File: config.mk
export PLATFORM = sky130hd
export DESIGN_NAME = merge_sort_pingpong_ctrl_flat
export DESIGN_NICKNAME = d
export VERILOG_FILES = /design/src/rtl/merge_sort_ctrl_pkg.sv /design/src/rtl/merge_sort_pingpong_ctrl_if.sv /design/src/rtl/merge_sort_pingpong_side.sv /design/src/rtl/merge_sort_pingpong_ctrl.sv /design/src/flat_wrapper.sv
export SDC_FILE = /design/constraint.sdc
export NUM_CORES = 1
export LEC_CHECK = 0
export BUFFER_PORTS_ARGS = -buffer_cell sky130_fd_sc_hd__buf_2
export CAP_MARGIN = 10
export CORE_ASPECT_RATIO = 1.4
export CORE_MARGIN = 5
export CORE_UTILIZATION = 45
export DETAILED_ROUTE_END_ITERATION = 10
export GPL_ROUTABILITY_DRIVEN = 0
export HOLD_SLACK_MARGIN = 0.15
export PLACE_DENSITY = 0.69
export RECOVER_POWER = 50
export SYNTH_ARGS = -nofsm -noshare
export SYNTH_HDL_FRONTEND = slang
export SYNTH_HIERARCHICAL = 1
export SYNTH_SLANG_ARGS = --single-unit
File: constraint.sdc
create_clock -name clk -period 2.25 [get_ports clk]
set_input_delay 0 -clock clk [delete_from_list [all_inputs] [get_ports clk]]
set_output_delay 0 -clock clk [all_outputs]
set_load 0.05 [all_outputs]
File: src/rtl/merge_sort_ctrl_pkg.sv
// Shared types for the merge-sort ping-pong controller: FSM encodings and default widths.
package merge_sort_ctrl_pkg;

    localparam int unsigned CountWidthDefault = 16;

    // Top-level run sequencer; READY is the one-cycle ap_ready beat before RUN/FINISH.
    typedef enum logic [1:0] {
        TOP_IDLE   = 2'd0,
        TOP_READY  = 2'd1,
        TOP_RUN    = 2'd2,
        TOP_FINISH = 2'd3
    } top_state_t;

    // Producer and consumer sides share one encoding; STROBE is commit or release.
    typedef enum logic [1:0] {
        SIDE_WAIT   = 2'd0,
        SIDE_RUN    = 2'd1,
        SIDE_STROBE = 2'd2,
        SIDE_END    = 2'd3
    } side_state_t;

    typedef side_state_t prod_state_t;
    typedef side_state_t cons_state_t;

endpackage

File: src/rtl/merge_sort_pingpong_ctrl_if.sv
// Handshake bundle between the ping-pong scheduler and the ap_ctrl, producer, consumer and buffer.
interface merge_sort_pingpong_ctrl_if #(
    parameter int unsigned CountWidth = merge_sort_ctrl_pkg::CountWidthDefault
);

    logic                  ap_start;
    logic [CountWidth-1:0] num_blocks;
    logic                  ap_ready;
    logic                  ap_idle;
    logic                  ap_done;
    logic                  prod_start;
    logic                  prod_done;
    logic                  cons_start;
    logic                  cons_done;
    logic                  i_ce;
    logic                  i_write;
    logic                  i_full_n;
    logic                  t_ce;
    logic                  t_read;
    logic                  t_empty_n;

    // Scheduler side.
    modport master (
        input  ap_start, num_blocks, prod_done, cons_done, i_full_n, t_empty_n,
        output ap_ready, ap_idle, ap_done, prod_start, cons_start,
               i_ce, i_write, t_ce, t_read
    );

    // Environment side: top-level control, processes and buffer.
    modport slave (
        output ap_start, num_blocks, prod_done, cons_done, i_full_n, t_empty_n,
        input  ap_ready, ap_idle, ap_done, prod_start, cons_start,
               i_ce, i_write, t_ce, t_read
    );

endinterface

File: src/rtl/merge_sort_pingpong_side.sv
// One side of the ping-pong channel: waits for buffer space/data, runs a process, strobes
// the buffer and counts blocks. Instantiated once as producer and once as consumer.
module merge_sort_pingpong_side
    import merge_sort_ctrl_pkg::*;
#(
    parameter int unsigned CountWidth = CountWidthDefault
) (
    input  logic                  clk,
    input  logic                  reset_n,
    input  logic                  enable,
    input  logic                  clear,
    input  logic [CountWidth-1:0] target,
    input  logic                  avail,
    input  logic                  done,
    output logic                  start,
    output logic                  strobe,
    output logic [CountWidth-1:0] cnt
);

    side_state_t           state_q;
    side_state_t           state_nx;
    logic                  start_q;
    logic                  strobe_q;
    logic [CountWidth-1:0] cnt_q;

    // State, registered outputs and block counter.
    always_ff @(posedge clk or negedge reset_n) begin
        if (!reset_n) begin
            state_q  <= SIDE_WAIT;
            start_q  <= 1'b0;
            strobe_q <= 1'b0;
            cnt_q    <= '0;
        end else begin
            state_q  <= state_nx;
            start_q  <= (state_nx == SIDE_RUN);
            strobe_q <= (state_nx == SIDE_STROBE);
            if (clear) begin
                cnt_q <= '0;
            end else if (state_q == SIDE_STROBE) begin
                cnt_q <= cnt_q + CountWidth'(1);
            end
        end
    end

    // Next state; a done pulse outside RUN is ignored.
    always_comb begin
        state_nx = state_q;
        if (!enable) begin
            state_nx = SIDE_WAIT;
        end else begin
            case (state_q)
                SIDE_WAIT: begin
                    if (cnt_q == target) begin
                        state_nx = SIDE_END;
                    end else if (avail) begin
                        state_nx = SIDE_RUN;
                    end
                end
                SIDE_RUN: begin
                    if (done) begin
                        state_nx = SIDE_STROBE;
                    end
                end
                SIDE_STROBE: state_nx = SIDE_WAIT;
                SIDE_END:    state_nx = SIDE_END;
                default:     state_nx = SIDE_WAIT;
            endcase
        end
    end

    assign start  = start_q;
    assign strobe = strobe_q;
    assign cnt    = cnt_q;

endmodule

File: src/rtl/merge_sort_pingpong_ctrl.sv
// Block-level scheduler overlapping producer block N+1 with consumer block N through a
// ping-pong buffer; owns the ap_ctrl handshake and the per-run block count.
module merge_sort_pingpong_ctrl
    import merge_sort_ctrl_pkg::*;
#(
    parameter int unsigned CountWidth  = CountWidthDefault,
    parameter int unsigned BufferCount = 2
) (
    input  logic                        clk,
    input  logic                        reset_n,
    merge_sort_pingpong_ctrl_if.master  ctrl
);

    top_state_t            state_q;
    top_state_t            state_nx;
    logic [CountWidth-1:0] n_q;
    logic [CountWidth-1:0] n_nx;
    logic                  ap_idle_q;
    logic                  ap_ready_q;
    logic                  ap_done_q;

    logic                  run_en;
    logic                  cnt_clear;
    logic                  prod_start;
    logic                  cons_start;
    logic                  commit;
    logic                  release_blk;
    logic [CountWidth-1:0] prod_cnt;
    logic [CountWidth-1:0] cons_cnt;

    // Top state, latched block count and registered ap_ctrl outputs.
    always_ff @(posedge clk or negedge reset_n) begin
        if (!reset_n) begin
            state_q    <= TOP_IDLE;
            n_q        <= '0;
            ap_idle_q  <= 1'b1;
            ap_ready_q <= 1'b0;
            ap_done_q  <= 1'b0;
        end else begin
            state_q    <= state_nx;
            n_q        <= n_nx;
            ap_idle_q  <= (state_nx == TOP_IDLE);
            ap_ready_q <= (state_nx == TOP_READY);
            ap_done_q  <= (state_nx == TOP_FINISH);
        end
    end

    // Next state; ap_start only matters in IDLE.
    always_comb begin
        state_nx = state_q;
        n_nx     = n_q;
        case (state_q)
            TOP_IDLE: begin
                if (ctrl.ap_start) begin
                    state_nx = TOP_READY;
                    n_nx     = ctrl.num_blocks;
                end
            end
            TOP_READY: begin
                state_nx = (n_q == '0) ? TOP_FINISH : TOP_RUN;
            end
            TOP_RUN: begin
                if (cons_cnt == n_q) begin
                    state_nx = TOP_FINISH;
                end
            end
            TOP_FINISH: state_nx = TOP_IDLE;
            default:    state_nx = TOP_IDLE;
        endcase
    end

    assign run_en    = (state_q == TOP_RUN);
    assign cnt_clear = (state_q == TOP_READY);

    merge_sort_pingpong_side #(
        .CountWidth (CountWidth)
    ) u_prod (
        .clk     (clk),
        .reset_n (reset_n),
        .enable  (run_en),
        .clear   (cnt_clear),
        .target  (n_q),
        .avail   (ctrl.i_full_n),
        .done    (ctrl.prod_done),
        .start   (prod_start),
        .strobe  (commit),
        .cnt     (prod_cnt)
    );

    merge_sort_pingpong_side #(
        .CountWidth (CountWidth)
    ) u_cons (
        .clk     (clk),
        .reset_n (reset_n),
        .enable  (run_en),
        .clear   (cnt_clear),
        .target  (n_q),
        .avail   (ctrl.t_empty_n),
        .done    (ctrl.cons_done),
        .start   (cons_start),
        .strobe  (release_blk),
        .cnt     (cons_cnt)
    );

    // Committed-but-unreleased blocks can never exceed the buffer depth.
    always_ff @(posedge clk) begin
        if (reset_n) begin
            assert ((prod_cnt - cons_cnt) <= CountWidth'(BufferCount));
        end
    end

    assign ctrl.ap_idle    = ap_idle_q;
    assign ctrl.ap_ready   = ap_ready_q;
    assign ctrl.ap_done    = ap_done_q;
    assign ctrl.prod_start = prod_start;
    assign ctrl.cons_start = cons_start;
    assign ctrl.i_ce       = commit;
    assign ctrl.i_write    = commit;
    assign ctrl.t_ce       = release_blk;
    assign ctrl.t_read     = release_blk;

endmodule

File: src/flat_wrapper.sv
// flat-port wrapper written by rule: the top's interface ports become plain ports
module merge_sort_pingpong_ctrl_flat import merge_sort_ctrl_pkg::*;
#(
    parameter int unsigned CountWidth  = CountWidthDefault,
    parameter int unsigned BufferCount = 2
)
  (clk, reset_n, ctrl_ap_start, ctrl_num_blocks, ctrl_prod_done, ctrl_cons_done, ctrl_i_full_n, ctrl_t_empty_n, ctrl_ap_ready, ctrl_ap_idle, ctrl_ap_done, ctrl_prod_start, ctrl_cons_start, ctrl_i_ce, ctrl_i_write, ctrl_t_ce, ctrl_t_read);
  merge_sort_pingpong_ctrl_if #(.CountWidth(CountWidth)) ctrl_i ();
  input  logic clk;
  input  logic reset_n;
  input wire logic [$bits(ctrl_i.ap_start)-1:0] ctrl_ap_start;
  input wire logic [$bits(ctrl_i.num_blocks)-1:0] ctrl_num_blocks;
  input wire logic [$bits(ctrl_i.prod_done)-1:0] ctrl_prod_done;
  input wire logic [$bits(ctrl_i.cons_done)-1:0] ctrl_cons_done;
  input wire logic [$bits(ctrl_i.i_full_n)-1:0] ctrl_i_full_n;
  input wire logic [$bits(ctrl_i.t_empty_n)-1:0] ctrl_t_empty_n;
  output wire logic [$bits(ctrl_i.ap_ready)-1:0] ctrl_ap_ready;
  output wire logic [$bits(ctrl_i.ap_idle)-1:0] ctrl_ap_idle;
  output wire logic [$bits(ctrl_i.ap_done)-1:0] ctrl_ap_done;
  output wire logic [$bits(ctrl_i.prod_start)-1:0] ctrl_prod_start;
  output wire logic [$bits(ctrl_i.cons_start)-1:0] ctrl_cons_start;
  output wire logic [$bits(ctrl_i.i_ce)-1:0] ctrl_i_ce;
  output wire logic [$bits(ctrl_i.i_write)-1:0] ctrl_i_write;
  output wire logic [$bits(ctrl_i.t_ce)-1:0] ctrl_t_ce;
  output wire logic [$bits(ctrl_i.t_read)-1:0] ctrl_t_read;
  assign ctrl_i.ap_start = ctrl_ap_start;
  assign ctrl_i.num_blocks = ctrl_num_blocks;
  assign ctrl_i.prod_done = ctrl_prod_done;
  assign ctrl_i.cons_done = ctrl_cons_done;
  assign ctrl_i.i_full_n = ctrl_i_full_n;
  assign ctrl_i.t_empty_n = ctrl_t_empty_n;
  assign ctrl_ap_ready = ctrl_i.ap_ready;
  assign ctrl_ap_idle = ctrl_i.ap_idle;
  assign ctrl_ap_done = ctrl_i.ap_done;
  assign ctrl_prod_start = ctrl_i.prod_start;
  assign ctrl_cons_start = ctrl_i.cons_start;
  assign ctrl_i_ce = ctrl_i.i_ce;
  assign ctrl_i_write = ctrl_i.i_write;
  assign ctrl_t_ce = ctrl_i.t_ce;
  assign ctrl_t_read = ctrl_i.t_read;
  merge_sort_pingpong_ctrl #(.CountWidth(CountWidth), .BufferCount(BufferCount)) u_core (.clk(clk), .reset_n(reset_n), .ctrl(ctrl_i));
endmodule
# == Word-level counts from Yosys, hierarchy flattened ==
# Cells that the tools add are included.
# classes
n_mul,0
bitwise_logic,0
magnitude_cmp,0
n_reduce_logical,8
mux,18
n_div,0
add_sub_neg,2
eq_ne,17
shifts,0
# op_table
cell,count
16-bit two-way mux,4
16-bit by 1-bit adder with 16-bit output (second input constant),2
16-bit == test,2
2-bit one-hot mux with 4 select lines,3
2-bit two-way mux,10
2-bit == test (second input constant),9
16-bit logical NOT,1
2-bit by 1-bit == test with 1-bit output (second input constant),6
2-bit logical NOT,4
2-bit nonzero test,2
2-bit AND reduction,1
1-bit two-way mux,1
# totals
regBits,61
elab_cells,58
latchBits,0
mem_count,0
rom_bits,0
inputBits,23
mem_bits_rw,0

# == Longest topological paths before layout ==
# logic_depth
depth_word,5
mapped_depth,7

# == Cells and area by module ==
# Netlist, hierarchy kept.
# modules_own_cells
mod,cells_each,area_each_um2,n_inst
merge_sort_pingpong_side,121,1196.1,2
merge_sort_pingpong_ctrl,88,1074.8,1

# == Worst setup path before layout ==
# OpenSTA, ideal clock, no wires.
# synth_timing
path_kind,flip-flop to flip-flop
startpoint,register u_core.state_q[0]
endpoint,"register u_core.ap_done_q, in the netlist u_core/ctrl.ap_done"
path_stages_with_launch,7
t_arrival_ps,1464
setup_slack_ps,666
required_ps,2130
path_buffers,0
setup_time_ps,120
cell_sequence,dfrtp_1 -> ha_1 -> nor4b_1 -> nand2_1 -> nor3_1 -> or4_4 -> and3_1
# synth_via
elab_chain_cells,3
# synth_lines
item,line_no,text
"start, declared",merge_sort_pingpong_ctrl.sv:14,top_state_t state_q;
"start signal, assigned",merge_sort_pingpong_ctrl.sv:40,state_q <= state_nx;
2-bit by 1-bit == test with 1-bit output,-,
net u_core.cnt_clear,merge_sort_pingpong_ctrl.sv:23,logic cnt_clear;
2-bit one-hot mux with 4 select lines,merge_sort_pingpong_ctrl.sv:52,case (state_q)
2-bit == test,merge_sort_pingpong_ctrl.sv:44,ap_done_q <= (state_nx == TOP_FINISH);
"end signal, assigned",merge_sort_pingpong_ctrl.sv:44,
"end, declared",merge_sort_pingpong_ctrl.sv:20,logic ap_done_q;
# The timed path passes the listed nets, and every way through them passes these cells.
# A chain may end at the register's enable or synchronous reset.

# == Final worst setup path ==
# layout_timing
startpoint,register u_core.n_q[2]
endpoint,register u_core.u_cons.state_q[0]
# layout_via
elab_chain_cells,4
# layout_lines
item,line_no,text
"start, declared",merge_sort_pingpong_ctrl.sv:16,logic [CountWidth-1:0] n_q;
"start signal, assigned",merge_sort_pingpong_ctrl.sv:41,n_q <= n_nx;
16-bit == test,merge_sort_pingpong_side.sv:53,if (cnt_q == target) begin
2-bit two-way mux,merge_sort_pingpong_side.sv:53,
2-bit one-hot mux with 4 select lines,merge_sort_pingpong_side.sv:51,case (state_q)
2-bit two-way mux,merge_sort_pingpong_side.sv:48,if (!enable) begin
net u_core.u_cons.state_nx[0],merge_sort_pingpong_side.sv:21,side_state_t state_nx;
"end signal, assigned",merge_sort_pingpong_side.sv:34,state_q <= state_nx;
"end, declared",merge_sort_pingpong_side.sv:20,side_state_t state_q;
# The timed path passes the listed nets, and every way through them passes these cells.

==> flow_metrics.py <==
metrics = {
    "die": {
        "die_w_um": 84.19,
        "io_pins": 32,
        "start_util_pct": 45.29,
        "core_sq_um": 7655,
        "row_count": 38,
        "dieArea_sq_um": 9585,
        "fp.dieH_um": 113.9,
    },
    "min_path": {
        "hp-start": "ctrl_num_blocks[13]",
        "hp-class": "primary input to flip-flop",
    },
    "placement": {
        "placed_cells": 449,
        "post-dp-hpwl_mm": 5.675,
        "port_buffers": 31,
    },
    "global_route": {
        "grt_pass1_wl_mm": 13.21,
        "grt.total_usage_pct": 17.80,
        "grt_max_degree": 35,
        "grt_overflow": 0,
        "antenna_found_initial": 0,
        "grt_pass1_vias": 2667,
    },
    "clock_tree": {
        "clock_sinks": 61,
        "max-clock-path-buffers": 2,
        "cts_resized": 0,
        "cts_root_buffer": "clkbuf_8",
        "htree_levels": 3,
        "cts.clk_slew.worst_paths_ps": 60,
        "insertion_delay_ps": 350,
        "cts_tree": "built",
        "numCtsBuffers": 9,
        "cts_setup_buffers": 0,
    },
    "timing": {
        "fin_tns_setup_ps": 0,
        "rsz0062_at_grt": "false",
        "skew_ps": 8.443,
        "max_slew_margin_pct": -13.70,
        "setup_violations": 0,
        "min_period_ps": 2162,
        "max_freq_mhz": 462.6,
        "hold_ws_ps": 411.6,
        "tightestPinTransition_ps": 1706,
        "report.final.slew_viol_count": 31,
        "fin_crit_sh_pct": 96.08,
        "hold_viol_final": 0,
    },
    "setup_path": {
        "crit_start": "u_core/n_q[2]",
        "crit_arrival_ps": 2440,
        "critPathRequiredTime_ps": 2530,
        "cp_max_fo": 5,
        "path_class": "flip-flop to flip-flop",
        "r2r-start": "u_core/n_q[2]",
        "start_kind": "flip-flop",
        "crit_path_end_kind": "flip-flop",
    },
    "power_and_ir_drop": {
        "max-vdd-ir-drop_mv": 0.4692,
        "p_per_area_nw_per_um2": 1021,
        "p_leak_nw": 1.819,
    },
    "logic_synthesis": {
        "yosys.cell_count.top_type": "dfrtp_1",
        "syn_area_sq_um": 3467,
        "syn-num-nets": 359,
        "synthArstFlopShare_pct": 100.0,
        "synth_common_cells": "60 x dfrtp_1, 48 x xor2_1, 34 x nor2_1",
        "synth_top_cells_by_area": "dfrtp_1 43%, xor2_1 12%, mux2_2 5.8%",
        "synth_edf_count": 0,
        "ys_warn_count": 6,
        "avgSynthCellArea_sq_um": 10.51,
        "yosysTopAreaCell": "dfrtp_1",
        "synth_ff_type": "dfrtp_1",
        "synth_seq_cells": 61,
        "yosysSeqAreaShare_pct": 44.06,
        "yosysUniqueCellTypes": 43,
        "synthCells": 330,
        "synth_top_area_share_pct": 43.31,
    },
    "cells_and_area": {
        "area_delta_synth_final_pct": 17.86,
        "seq_area_sq_um": 1528,
        "fin_nets": 412,
        "diodes": 0,
        "drive_above_1_share_pct": 16.75,
        "postLayoutCoreUtil_pct": 53.38,
        "nFillCells": 672,
        "fin_cells": 488,
        "multiInputGateArea_sq_um": 1819,
    },
    "detailed_routing": {
        "drt_wl_total_mm": 8.028,
        "wire_per_inst_um": 16.45,
        "viasPerCell": 5.449,
        "via_count": 2659,
        "remaining_drc_errors": 0,
        "first_pass_iters": 4,
        "drtIter0Drc": 130,
        "ant_nets": 0,
    },
    "run_status": {
        "violations": "max-capacitance violations, max-slew violations",
        "status": "complete, but fails checks",
    },
    "flow_run": {
        "max_cap_violations": 1,
    },
}
==> cells in the final DEF, fill, tap and decap left out, drive strengths merged, types with 2 or more instances in the layout <==
cell         count
clkbuf          25
o21ai            8
ha               6
a21oi            9
mux2i            2
xor2            48
nand4           18
o211ai           2
nor4            12
nor2b            4
nor3b            2
and3b            2
o31ai            3
or3              5
and4b            4
dfrtp           60
and2b            2
buf             25
nor3             4
nand2           15
nand3           12
dlygate4sd3     23
xnor2           22
inv              4
nor4bb           4
or4              3
nor2            34
mux2            18
and4             6
a21o             2
==> layout make-up <==
| type | count | share of cell area [%] |
|---|---|---|
| Clock buffer | 16 | 4.654 |
| Sequential cell | 61 | 37.39 |
| Timing Repair Buffer | 57 | 10.01 |
| Tap cell | 100 | 3.062 |
| Inverter | 4 | 0.3674 |
| Multi-Input combinational cell | 250 | 44.52 |
==> stage by stage <==
step,setup WS (ps),instance area [sq um],power (mW)
floorplan,666.0,3467,2.820
global placement,509.7,3677,3.194
detailed placement,484.1,3677,3.237
CTS,166.7,4098,4.211
global route,9.729,4086,4.437
finish,88.20,4086,4.173
==> path summary, 6_finish.rpt <==
check | to | slack (ps) | cells after the start
worst max-delay path | u_core/u_cons/state_q[0] | 90 | 5
worst min-delay path | u_core/n_q[13] | 410 | 3
worst max register to register | u_core/u_cons/state_q[0] | 90 | 5
worst min register to register | u_core/u_prod/cnt[15] | 580 | 2
max in group asynchronous | u_core/ctrl.ap_ready | 630 | 2
min in group asynchronous | u_core/n_q[8] | 640 | 2
==> registers in the layout (all words and copies together) (netlist names), 2 cells and up <==
signal / cells
u_core/n_q: 16
u_core/state_q: 2
u_core/u_cons/cnt: 16
u_core/u_cons/state_q: 2
u_core/u_prod/cnt: 16
u_core/u_prod/state_q: 2
==> power by group <==
part | internal, mW | total (mW) | switching (mW)
Sequential | 1.35 | 1.78 | 0.434
Combinational | 0.700 | 1.47 | 0.770
Clock | 0.522 | 0.919 | 0.397
==> cells by family (layout without fill, tap and decap cells) <==
group                      count (synthesis)  after routing  synth area share (%)
AOI/OAI and AO/OA                         24             24                 4.114
xor gates and xnor gates                  70             70                 17.68
adders and majority gates                  6              6                 2.165
buffers and inverters                     19             77                 3.464
DFF                                       61             61                 44.06
muxes                                     20             20                 6.424
and+or+nand+nor                          130            130                 22.09
==> critical path, stage by stage (launching register included) <==
cell,delay [ps]
dfrtp_1,460
xor2_1,190
nor4_1,390
nand4_1,300
a21oi_1,200
dlygate4sd3_1,560
==> layer usage <==
metal  share of wire, %  GRT usage [%]
met5                  0              0
met4                3.5          10.30
met3                2.6          3.540
met2                 56          32.40
met1                 38          18.88
==> what timing repair did <==
action / CTS / global route
hold buffers: 23 / 0
setup endpoints to repair: 0 / 1
hold endpoints to repair: 58 / 0
No activity file was read; power rests on OpenSTA's default activity.
